### src/rtl/cpu_pkg.sv
// cpu_pkg: types and constants shared by the CPU front end.
// The FAULT state exists only when IFETCH_ALIGN_CHECK_EN is defined.
package cpu_pkg;

  localparam int XLEN = 32;

  // addi x0, x0, 0
  localparam logic [XLEN-1:0] INSTR_NOP = 32'h0000_0013;

`ifdef IFETCH_ALIGN_CHECK_EN
  typedef enum logic [1:0] {
    ST_RUN   = 2'd0,
    ST_DRAIN = 2'd1,
    ST_FAULT = 2'd2
  } ifetch_state_t;
`else
  typedef enum logic [1:0] {
    ST_RUN   = 2'd0,
    ST_DRAIN = 2'd1
  } ifetch_state_t;
`endif

endpackage

### src/rtl/sync_fifo.sv
// sync_fifo: single-clock FIFO with synchronous clear. DEPTH must be a power
// of two so the pointers wrap naturally. Simultaneous push and pop both take
// effect; storage is not reset, only the pointers and the occupancy count.
module sync_fifo #(
  parameter int WIDTH = 32,
  parameter int DEPTH = 2
) (
  input  logic                   clk,
  input  logic                   rst_n,
  input  logic                   clr,
  input  logic                   push,
  input  logic [WIDTH-1:0]       wdata,
  input  logic                   pop,
  output logic [WIDTH-1:0]       rdata,
  output logic                   empty,
  output logic                   full,
  output logic [$clog2(DEPTH):0] count
);

  localparam int AW = $clog2(DEPTH);
  localparam int CW = AW + 1;

  logic [WIDTH-1:0] mem [DEPTH];
  logic [AW-1:0]    wr_ptr;
  logic [AW-1:0]    rd_ptr;
  logic             do_push;
  logic             do_pop;

  assign empty   = (count == '0);
  assign full    = (count == CW'(DEPTH));
  assign do_pop  = pop && !empty && !clr;
  assign do_push = push && !clr && (!full || do_pop);
  assign rdata   = mem[rd_ptr];

  // Pointer and occupancy bookkeeping; clear wins over push/pop
  always_ff @(posedge clk or negedge rst_n) begin
    if (!rst_n) begin
      wr_ptr <= '0;
      rd_ptr <= '0;
      count  <= '0;
    end else if (clr) begin
      wr_ptr <= '0;
      rd_ptr <= '0;
      count  <= '0;
    end else begin
      if (do_push) wr_ptr <= wr_ptr + AW'(1);
      if (do_pop)  rd_ptr <= rd_ptr + AW'(1);
      count <= count + CW'(do_push) - CW'(do_pop);
    end
  end

  // Storage write
  always_ff @(posedge clk) begin
    if (do_push) mem[wr_ptr] <= wdata;
  end

endmodule

### src/rtl/instr_fetch.sv
// instr_fetch: instruction fetch front end. Issues word-aligned reads at pc,
// tracks in-flight requests in a PC FIFO, pairs in-order responses with their
// PCs into a fetch queue, and hands entries to decode. flush discards queued
// and in-flight work; late responses are dropped via a discard counter.
// Optional: IFETCH_ALIGN_CHECK_EN enables misaligned-PC detection (FAULT
// state presenting a NOP at the faulting pc until flushed).
// QDEPTH must be a power of two, at least 2.
module instr_fetch
  import cpu_pkg::*;
#(
  parameter int QDEPTH = 2
) (
  input  logic            clk,
  input  logic            rst_n,
  input  logic [XLEN-1:0] pc,
  output logic            pc_write,
  output logic            mem_req_valid,
  input  logic            mem_req_ready,
  output logic [XLEN-1:0] mem_req_addr,
  input  logic            mem_rsp_valid,
  input  logic [XLEN-1:0] mem_rsp_data,
  output logic            inst_valid,
  input  logic            inst_ready,
  output logic [XLEN-1:0] inst_data,
  output logic [XLEN-1:0] inst_pc,
  input  logic            flush
);

  localparam int CW = $clog2(QDEPTH) + 1;

  ifetch_state_t     state;
  logic [CW-1:0]     inflight;
  logic [CW-1:0]     discard;

  logic              accept;
  logic              pc_ok;
  logic              credit_ok;
  logic [CW:0]       occupancy;
  logic              rsp_keep;
  logic              rsp_drop;
  logic              rsp_any;
  logic              q_valid;
  logic              q_pop;
  logic              nop_valid;

  logic [XLEN-1:0]   pcf_head;
  logic              pcf_empty;
  logic [2*XLEN-1:0] q_head;
  logic              q_empty;
  logic [CW-1:0]     q_count;

  logic              unused_pcf_full;
  logic              unused_pcf_empty;
  logic              unused_q_full;
  logic [CW-1:0]     unused_pcf_count;

`ifdef IFETCH_ALIGN_CHECK_EN
  assign pc_ok = (pc[1:0] == 2'b00);
`else
  assign pc_ok = 1'b1;
`endif

  // Credit counts the entry leaving the queue this cycle, so a 1-cycle memory
  // with a ready consumer sustains one request per cycle without overflow.
  assign q_valid   = rst_n && !q_empty;
  assign q_pop     = q_valid && inst_ready;
  assign occupancy = {1'b0, q_count} - (CW+1)'(q_pop) + {1'b0, inflight};
  assign credit_ok = occupancy < (CW+1)'(QDEPTH);

  assign mem_req_valid = rst_n && (state == ST_RUN) && !flush && credit_ok && pc_ok;
  assign mem_req_addr  = {pc[XLEN-1:2], 2'b00};
  assign accept        = mem_req_valid && mem_req_ready;
  assign pc_write      = accept;

  // Responses belong to the oldest outstanding request: discarded ones first.
  assign rsp_drop = mem_rsp_valid && (discard != '0);
  assign rsp_keep = mem_rsp_valid && (discard == '0) && !flush;
  assign rsp_any  = mem_rsp_valid && ((discard != '0) || (inflight != '0));

`ifdef IFETCH_ALIGN_CHECK_EN
  assign nop_valid = rst_n && (state == ST_FAULT) && q_empty && (inflight == '0);
`else
  assign nop_valid = 1'b0;
`endif

  assign inst_valid = q_valid || nop_valid;

  // Decode-side data; zero whenever nothing is presented
  always_comb begin
    inst_data = '0;
    inst_pc   = '0;
    if (q_valid) begin
      inst_data = q_head[2*XLEN-1:XLEN];
      inst_pc   = q_head[XLEN-1:0];
    end else if (nop_valid) begin
      inst_data = INSTR_NOP;
      inst_pc   = pc;
    end
  end

  // In-flight and discard counters; flush turns all in-flight work into discards
  always_ff @(posedge clk or negedge rst_n) begin
    if (!rst_n) begin
      inflight <= '0;
      discard  <= '0;
    end else if (flush) begin
      inflight <= '0;
      discard  <= discard + inflight - CW'(rsp_any);
    end else begin
      inflight <= inflight + CW'(accept) - CW'(rsp_keep);
      discard  <= discard - CW'(rsp_drop);
    end
  end

  // Control FSM: RUN issues, DRAIN waits out discarded responses, FAULT holds a NOP
  always_ff @(posedge clk or negedge rst_n) begin
    if (!rst_n) begin
      state <= ST_RUN;
    end else begin
      case (state)
        ST_RUN: begin
          if (flush && (inflight != '0)) state <= ST_DRAIN;
`ifdef IFETCH_ALIGN_CHECK_EN
          else if (!flush && !pc_ok)     state <= ST_FAULT;
`endif
        end
        ST_DRAIN: begin
          if (!flush && (discard == '0)) state <= ST_RUN;
        end
`ifdef IFETCH_ALIGN_CHECK_EN
        ST_FAULT: begin
          if (flush) state <= (inflight != '0) ? ST_DRAIN : ST_RUN;
        end
`endif
        default: state <= ST_RUN;
      endcase
    end
  end

  sync_fifo #(
    .WIDTH (XLEN),
    .DEPTH (QDEPTH)
  ) u_pc_fifo (
    .clk   (clk),
    .rst_n (rst_n),
    .clr   (flush),
    .push  (accept),
    .wdata (mem_req_addr),
    .pop   (rsp_keep),
    .rdata (pcf_head),
    .empty (pcf_empty),
    .full  (unused_pcf_full),
    .count (unused_pcf_count)
  );

  assign unused_pcf_empty = pcf_empty;

  sync_fifo #(
    .WIDTH (2*XLEN),
    .DEPTH (QDEPTH)
  ) u_fetch_q (
    .clk   (clk),
    .rst_n (rst_n),
    .clr   (flush),
    .push  (rsp_keep),
    .wdata ({mem_rsp_data, pcf_head}),
    .pop   (q_pop),
    .rdata (q_head),
    .empty (q_empty),
    .full  (unused_q_full),
    .count (q_count)
  );

endmodule
### config.mk
export PLATFORM = sky130hd
export DESIGN_NAME = instr_fetch
export DESIGN_NICKNAME = d
export VERILOG_FILES = /design/src/rtl/cpu_pkg.sv /design/src/rtl/sync_fifo.sv /design/src/rtl/instr_fetch.sv
export SDC_FILE = /design/constraint.sdc
export NUM_CORES = 1
export LEC_CHECK = 0
export ABC_CLOCK_PERIOD_IN_PS = 11600
export BUFFER_PORTS_ARGS = -buffer_cell sky130_fd_sc_hd__buf_4
export CORE_UTILIZATION = 59
export CTS_CLUSTER_DIAMETER = 40
export DETAILED_ROUTE_END_ITERATION = 10
export PLACE_DENSITY = 0.93
export SYNTH_ARGS = -nofsm -noshare
export SYNTH_HDL_FRONTEND = slang
export SYNTH_SLANG_ARGS = --single-unit
### constraint.sdc
create_clock -name clk -period 11.6 [get_ports clk]
set_input_delay 1.16 -clock clk [delete_from_list [all_inputs] [get_ports clk]]
set_output_delay 1.16 -clock clk [all_outputs]
set_load 0.05 [all_outputs]
==> results.txt, run 1 <==
----------------------------------------------------
[GRT]
  Number of antenna violations at the first check in global routing ... 0
  Grt ovf ... 0
  Largest net degree at the start of global routing ... 64
  Total Routing Usage GR ... 21.0%
  Vias in the first global route ... 4,325
  Wire length of the first global-routing pass ... 21,700 um

[Timing]
  Final-report max-slew violation count ... 0
  Post-layout minimum cycle time ... 4.46 ns
  Final setup slack of the worst path ... 7.14 ns
  Highest clock rate ... 224 MHz
  Final Skew ... 0.00711 ns
  RSZ-0062 raised after global routing ... no
  Max transition margin ... 23.0%
  Fin Setup TNS ... 0 ns
  Final setup violation count ... 0
  Period Utilization, post-route ... 38.5%
  Endpoints failing hold ... 0
  Worst Max-Slew Pin Slew ... 1.16 ns

[Floorplan]
  Area inside the core boundary ... 13,200 sq um
  Floorplan die width ... 118 um
  Total Die Area ... 14,000 sq um
  Initial core utilization ... 60.4%
  I/O pin cnt ... 169
  Number of rows in the core area ... 42
  Die Y-Extent ... 118 um

[Logic synthesis]
  Simple-gate share of the synthesized area ... 4.81%
  Fraction of registers with async set or reset after synthesis ... 6.60%
  Largest family of logic cells by synthesized area ... multiplexers
  Number of flip-flops and latches in the synthesized netlist ... 197
  Synthesized-area fraction occupied by adder cells ... 1.98%
  Gate Count Post-Synth ... 479
  Distinct cell type count of the synthesized netlist ... 32
  Synth area leaders ... sky130_fd_sc_hd__edfxtp_1 69%, sky130_fd_sc_hd__mux2i_1 7.9%, sky130_fd_sc_hd__mux2_2 4.2%, sky130_fd_sc_hd__dfrtp_1 4.1%, sky130_fd_sc_hd__nor2_1 3.4%
  Post-synth top flop ... sky130_fd_sc_hd__edfxtp_1
  Top-count cell post-synth ... sky130_fd_sc_hd__edfxtp_1
  Compound-Gate Fraction of Synth Area ... 1.04%
  Fraction of synthesized cell area taken by the top area cell type ... 69.4%
  Yosys Warn Count ... 0
  Proportion of synthesized chip area in sequential cells ... 73.5%
  Post-synthesis average cell area ... 16.6 sq um
  Synthesized-area fraction occupied by xor and xnor cells ... 1.54%
  Largest area contributor in the synthesized netlist ... sky130_fd_sc_hd__edfxtp_1
  Netlist area before placement ... 7960 sq um
  Synth cell count leaders ... 184 x sky130_fd_sc_hd__edfxtp_1, 72 x sky130_fd_sc_hd__nor2_1, 63 x sky130_fd_sc_hd__mux2i_1
  Share of synthesized area spent on multiplexers ... 12.2%
  Number of enable flip-flop cells after synthesis ... 184

[Placement]
  Routability congestion estimate from global placement ... 0.774
  Number of buffer cells added on primary ports ... 162
  Final HPWL DP ... 8780 um
  Worst slack at placement ... 7.17 ns

[Cells and area]
  Ant diodes ... 0
  Share of final-layout standard cells stronger than drive strength 1 ... 37.6%
  Final net count ... 697
  Layout-stage area growth over the synthesis result ... 22.4%

[Power]
  Power density over the cells ... 181 nW/um^2
  Reported leakage power ... 3.61 nW
  Sw Share ... 26.4%
  Combinational share of power ... 16.7%
  Clock Power Share ... 34.1%
  Switching power ... 0.000464 W
  Total internal power ... 0.00130 W
  Maximum resistive drop on vdd ... 0.113 mV
  Sequential share of power ... 49.1%

[Critical path]
  Biggest fanout along the worst timing path ... 16
  Sort of element at the end of the critical path ... primary output
  Type of the setup path with the least slack ... in -> out
  Kind of start point of the critical path ... input port
  Required time of the worst setup path ... 10.44 ns
  Critical path data arrival time ... 3.30 ns

[Flow run]
  Count of max-cap constraint violations ... 0

[Clock network]
  Post-CTS Hold Buffers ... 0
  Clock latency on the worst-skew pair ... 0.43 ns
  Clock root buffer ... sky130_fd_sc_hd__clkbuf_16
  Number of buffers between clock root and the deepest sink ... 2
  Number of buffers created by CTS ... 17
  CTS H-tree lvls ... 4
  Clock tree from TritonCTS ... yes
  Clk slew on worst S/H paths ... 0.06 ns
  Clk sink count ... 197
  Cells resized by post-CTS repair ... 0
  Post CTS Setup Buffer Count ... 0

[Drt]
  Total length of routed wires ... 14,200 um
  Total number of vias ... 4,277
  Remaining routing DRC violations ... 0
  First-pass DRT Iterations ... 5
  Iteration-0 DRC Markers ... 248
  Residual antenna-violating net count after detailed routing ... 0
  Via density per instance ... 5.32
  Mean routed wirelength per cell ... 17.6 um

[Run status]
  Outcome ... complete, no violations

[Hold path]
  Type of the worst min-delay path ... reg -> reg

----------------------------------------------------
per-layer routing:
| metal | wire (um) | up-vias | track usage (%) |
|---|---|---|---|
| li1 | - | 1971 | - |
| met1 | 5460 | 2134 | 22.9 |
| met2 | 7660 | 144 | 37.9 |
| met3 | 689 | 28 | 5.21 |
| met4 | 345 | 0 | 10.5 |
| met5 | 0 | - | 0 |
critical path, cell delays in order:
cell and delay [ns]:
sky130_fd_sc_hd__buf_4 0.19, sky130_fd_sc_hd__o21ai_4 0.09, sky130_fd_sc_hd__inv_1 0.08, sky130_fd_sc_hd__nand2_1 0.13, sky130_fd_sc_hd__inv_1 0.06, sky130_fd_sc_hd__ha_1 0.26, sky130_fd_sc_hd__nand2b_1 0.17, sky130_fd_sc_hd__fa_1 0.51
sky130_fd_sc_hd__and4bb_2 0.27, sky130_fd_sc_hd__and3_1 0.19, sky130_fd_sc_hd__buf_4 0.20
placed cells by master (no fill, tap or decap), types with 2 or more instances in the layout:
| cell type | netlist | layout |
|---|---|---|
| sky130_fd_sc_hd__o21ai_0 | 2 | 2 |
| sky130_fd_sc_hd__nor2_1 | 72 | 70 |
| sky130_fd_sc_hd__dfrtp_1 | 13 | 12 |
| sky130_fd_sc_hd__xor2_1 | 4 | 4 |
| sky130_fd_sc_hd__bufinv_16 | 0 | 4 |
| sky130_fd_sc_hd__clkbuf_16 | 0 | 17 |
| sky130_fd_sc_hd__nor2_4 | 0 | 2 |
| sky130_fd_sc_hd__conb_1 | 1 | 4 |
| sky130_fd_sc_hd__mux2_2 | 30 | 30 |
| sky130_fd_sc_hd__clkinv_1 | 0 | 2 |
| sky130_fd_sc_hd__inv_1 | 14 | 14 |
| sky130_fd_sc_hd__mux2i_1 | 63 | 63 |
| sky130_fd_sc_hd__ha_1 | 11 | 11 |
| sky130_fd_sc_hd__nand2b_1 | 2 | 2 |
| sky130_fd_sc_hd__inv_6 | 0 | 2 |
| sky130_fd_sc_hd__edfxtp_1 | 184 | 184 |
| sky130_fd_sc_hd__nand2_1 | 3 | 3 |
| sky130_fd_sc_hd__buf_4 | 34 | 166 |
| sky130_fd_sc_hd__xnor2_1 | 10 | 10 |
| sky130_fd_sc_hd__clkinv_2 | 0 | 4 |
| sky130_fd_sc_hd__nor2b_1 | 4 | 3 |
path summary, 6_finish.rpt:
path	start	end	slack, ns	cells past startpoint
worst max-delay path	rst_n	pc_write	7.14	11
worst min-delay path	u_pc_fifo.mem[0][8]	u_fetch_q.mem[1][10]	0.56	1
worst max register to register	u_fetch_q.count[0]	u_pc_fifo.mem[1][22]	8.14	10
worst min register to register	u_pc_fifo.mem[0][8]	u_fetch_q.mem[1][10]	0.56	1
max in group asynchronous	rst_n	u_fetch_q.rd_ptr	10.80	1
min in group asynchronous	rst_n	u_pc_fifo.wr_ptr	0.59	1
stage by stage:
| stage | power, W | cell area [sq um] | instances | hold slack (ns) | util [%] |
|---|---|---|---|---|---|
| floorplan | 0.00108 | 7970 | 482 | 0.460 | - |
| global placement | 0.00115 | 9140 | 772 | 0.505 | 69.3 |
| detailed placement | 0.00118 | 9140 | 772 | 0.550 | 69.3 |
| CTS | 0.00177 | 9750 | 804 | 0.566 | 73.9 |
| global route | 0.00182 | 9750 | 804 | 0.576 | 73.9 |
| finish | 0.00176 | 9750 | 804 | 0.562 | 73.9 |
sequential cells by signal, summed over array words and instances (netlist names):
signal	cells
discard	2
inflight	2
state	1
u_fetch_q.count	2
u_fetch_q.mem	124
u_fetch_q.rd_ptr	1
u_fetch_q.wr_ptr	1
u_pc_fifo.count	2
u_pc_fifo.mem	60
u_pc_fifo.rd_ptr	1
u_pc_fifo.wr_ptr	1
power groups by stage:
stage	clock network, W	registers (W)	logic [W]
global route	0.000629	0.000870	0.000318
global placement	0	0.000874	0.000281
detailed placement	0	0.000879	0.000296
finish	0.000601	0.000865	0.000295
CTS	0.000608	0.000865	0.000298
floorplan	0	0.000865	0.000217
area by class of cell:
| class | instances | area (sq um) |
|---|---|---|
| Clock buffer | 18 | 429 |
| Timing Repair Buffer | 166 | 1250 |
| Multi-Input combinational cell | 219 | 1760 |
| Sequential cell | 197 | 5850 |
| Inverter | 14 | 52.6 |
| Fill cell | 794 | 3440 |
| Tap cell | 176 | 220 |
| Clock inverter | 14 | 181 |
cells by family after synthesis:
kind of cell,count (synthesis)
AOI/OAI and AO/OA,9
and+or+nand+nor,87
buffers and inverters,66
DFF,197
other,1
adders and majority gates,12
muxes,93
xor gates and xnor gates,14
No activity file was read; power rests on OpenSTA's default activity.
==> run 2: changes to the inputs <==
--- a/config.mk
+++ b/config.mk
@@ -5,12 +5,12 @@
 export SDC_FILE = /design/constraint.sdc
 export NUM_CORES = 1
 export LEC_CHECK = 0
-export ABC_CLOCK_PERIOD_IN_PS = 11600
+export ABC_CLOCK_PERIOD_IN_PS = 4100
 export BUFFER_PORTS_ARGS = -buffer_cell sky130_fd_sc_hd__buf_4
-export CORE_UTILIZATION = 59
+export CORE_UTILIZATION = 49
 export CTS_CLUSTER_DIAMETER = 40
 export DETAILED_ROUTE_END_ITERATION = 10
-export PLACE_DENSITY = 0.93
+export PLACE_DENSITY = 0.84
 export SYNTH_ARGS = -nofsm -noshare
 export SYNTH_HDL_FRONTEND = slang
 export SYNTH_SLANG_ARGS = --single-unit
==> constraint.sdc (replaced) <==
create_clock -name clk -period 4.1 [get_ports clk]
set_input_delay 0.41 -clock clk [delete_from_list [all_inputs] [get_ports clk]]
set_output_delay 0.41 -clock clk [all_outputs]
set_load 0.05 [all_outputs]
==> run 2 against run 1 <==
Net effect:
- global-route usage decreased by 3.7 points
- final area is 1.2% higher
- clock skew is 0.0033 ns higher
- non-clock buffer count rose by 3
- largest power group unchanged
- highest routed layer unchanged
==> results.txt, run 2 (same netlist as run 1, synthesis figures left out) <==
----------------------------------------------------
[Run status]
  Outcome ... complete, no violations

[Timing]
  RSZ-0062 raised after global routing ... no
  Final-report max-slew violation count ... 0
  Final Skew ... 0.0104 ns
  Worst Max-Slew Pin Slew ... 1.13 ns
  Max transition margin ... 24.7%
  Post-layout minimum cycle time ... 3.45 ns
  Final setup violation count ... 0
  Endpoints failing hold ... 0
  Highest clock rate ... 290 MHz
  Fin Setup TNS ... 0 ns
  Min Hold Slack ... 0.164 ns
  Period Utilization, post-route ... 84.2%

[Drt]
  Iteration-0 DRC Markers ... 183
  First-pass DRT Iterations ... 4
  Via density per instance ... 4.96
  Residual antenna-violating net count after detailed routing ... 0
  Mean routed wirelength per cell ... 16.7 um
  Total length of routed wires ... 14,100 um
  Total number of vias ... 4,199
  Remaining routing DRC violations ... 0

[Critical path]
  Flop2flop setup slack ... 1.01 ns
  Critical-path cell with the highest stage delay ... sky130_fd_sc_hd__dlygate4sd3_1
  Critical path data arrival time ... 3.04 ns
  R2R cell count ... 11
  Cell chain of the critical path ... dlygate4sd3_1 > buf_4 > o21ai_4 > inv_1 > nand2_1 > inv_1 > ha_1 > nand2b_1 > fa_1 > and4bb_2 > and3_1 > buf_4
  Required time of the worst setup path ... 3.69 ns
  Biggest fanout along the worst timing path ... 16
  Sort of element at the end of the critical path ... primary output
  Kind of start point of the critical path ... input port
  Reg-to-reg critical path endpoint ... u_pc_fifo.mem[0][0]
  Startpoint of the most critical register-to-register path ... u_fetch_q.count[0]
  Delay contributed by the slowest stage of the critical path ... 0.54 ns
  Type of the setup path with the least slack ... in -> out

[Clock network]
  Clk sink count ... 197
  Number of buffers created by CTS ... 17
  Number of buffers between clock root and the deepest sink ... 2
  Clk slew on worst S/H paths ... 0.07 ns
  Clock tree from TritonCTS ... yes
  Post CTS Setup Buffer Count ... 0
  Clock latency on the worst-skew pair ... 0.43 ns
  CTS H-tree lvls ... 4
  Clock root buffer ... sky130_fd_sc_hd__clkbuf_16
  Cells resized by post-CTS repair ... 0

[Placement]
  Number of buffer cells added on primary ports ... 162
  Placed instance count ... 814
  Final HPWL DP ... 9060 um
  Dpl cell area ... 9230 sq um
  Routability congestion estimate from global placement ... 0.776

[Power]
  Switching power ... 0.00134 W
  Combinational share of power ... 16.7%
  Maximum resistive drop on vdd ... 0.335 mV
  Sequential share of power ... 48.6%
  Clock Power Share ... 34.7%
  Reported leakage power ... 3.64 nW
  Power density over the cells ... 509 nW/um^2
  Sw Share ... 26.7%
  Total internal power ... 0.00368 W

[Cells and area]
  Layout-stage area growth over the synthesis result ... 23.9%
  Post-route core utilization ... 62.1%
  Ant diodes ... 0
  Largest registers ... u_fetch_q.mem: 124 flops, u_pc_fifo.mem: 60 flops
  Share of final-layout standard cells stronger than drive strength 1 ... 38.0%
  Register with the highest flop count ... u_fetch_q.mem
  Layout Cells excl Fill ... 847
  Most common library cell in the layout ignoring fill and taps ... sky130_fd_sc_hd__edfxtp_1
  Final net count ... 700
  Flip-flop count of the largest register, all copies and words added ... 124
  Cell area after layout ... 9860 sq um
  Most frequent cells in the layout ... 184 x sky130_fd_sc_hd__edfxtp_1, 166 x sky130_fd_sc_hd__buf_4, 70 x sky130_fd_sc_hd__nor2_1

[Floorplan]
  Initial core utilization ... 50.1%
  Area inside the core boundary ... 15,900 sq um
  Die Y-Extent ... 129 um
  Number of rows in the core area ... 46
  Floorplan die width ... 129 um
  I/O pin cnt ... 169
  Total Die Area ... 16,800 sq um

[Hold path]
  Endpoint with the worst hold slack ... u_fetch_q.mem[0][46]
  Worst Hold Depth ... 1
  Startpoint of the tightest hold check path ... mem_rsp_data[14]
  Type of the worst min-delay path ... in -> reg

[GRT]
  Number of antenna violations at the first check in global routing ... 0
  Wire length of the first global-routing pass ... 21,300 um
  Grt ovf ... 0
  Total Routing Usage GR ... 17.3%
  Largest net degree at the start of global routing ... 64
  Vias in the first global route ... 4,236

[Flow run]
  Count of max-cap constraint violations ... 0

----------------------------------------------------
## run 2: cell count changes in the layout (fill, tap and decap cells not counted), sizes merged
cell / previous run / this run
buf: 166 / 168
clkinv: 7 / 5
inv: 16 / 18
clkbuf: 18 / 17
clkinvlp: 1 / 2
dlygate4sd3: 0 / 1
## run 2: per-layer routing
layer	GRT usage, %	routed length (um)
met1	19.2	5610
met2	30.7	7390
met3	5.04	838
met4	8.07	295
met5	0	0
## run 2: cell type report
| class | count | area [sq um] |
|---|---|---|
| inverter | 14 | 52.6 |
| tap | 216 | 270 |
| sequential | 197 | 5850 |
| timing repair buffer | 169 | 1300 |
| clock inverter | 15 | 201 |
| clock buffer | 17 | 425 |
| fill | 1168 | 6020 |
| multi-input combinational | 219 | 1760 |
## run 2: through the flow
stage               setup WS [ns]  total power (W)
finish                      0.646          0.00502
global route                0.507          0.00520
CTS                         0.644          0.00507
detailed placement          0.844          0.00333
global placement            0.958          0.00328
floorplan                  -0.194          0.00306
## run 2: worst max-delay path by stage
stage / startpoint / end / slack (ns) / cells after the start
floorplan: u_fetch_q.count[0] / u_pc_fifo.mem[0][0] / -0.19 / 10
global placement: rst_n / u_pc_fifo.mem[0][3] / 0.96 / 12
detailed placement: rst_n / u_pc_fifo.mem[0][6] / 0.84 / 12
CTS: rst_n / pc_write / 0.64 / 12
global route: rst_n / pc_write / 0.51 / 12
finish: rst_n / pc_write / 0.65 / 12
## run 2: power groups by stage
stage               logic [W]  clock network [W]  registers (W)
finish               0.000839            0.00174        0.00244
global route         0.000901            0.00185        0.00245
CTS                  0.000852            0.00178        0.00244
detailed placement   0.000850                  0        0.00249
global placement     0.000806                  0        0.00247
floorplan            0.000614                  0        0.00244
## run 2: what timing repair did
item / in CTS / in global routing
hold buffers: 1 / 0
hold endpoints to repair: 13 / 0
setup endpoints to repair: 0 / 0
## run 2: worst max-delay path, delay by kind of cell
kind            cells  cell delay, ns
buf+inv             5            1.08
fa+ha+maj           2            0.74
simple gates        4            0.73
compound gates      1            0.08
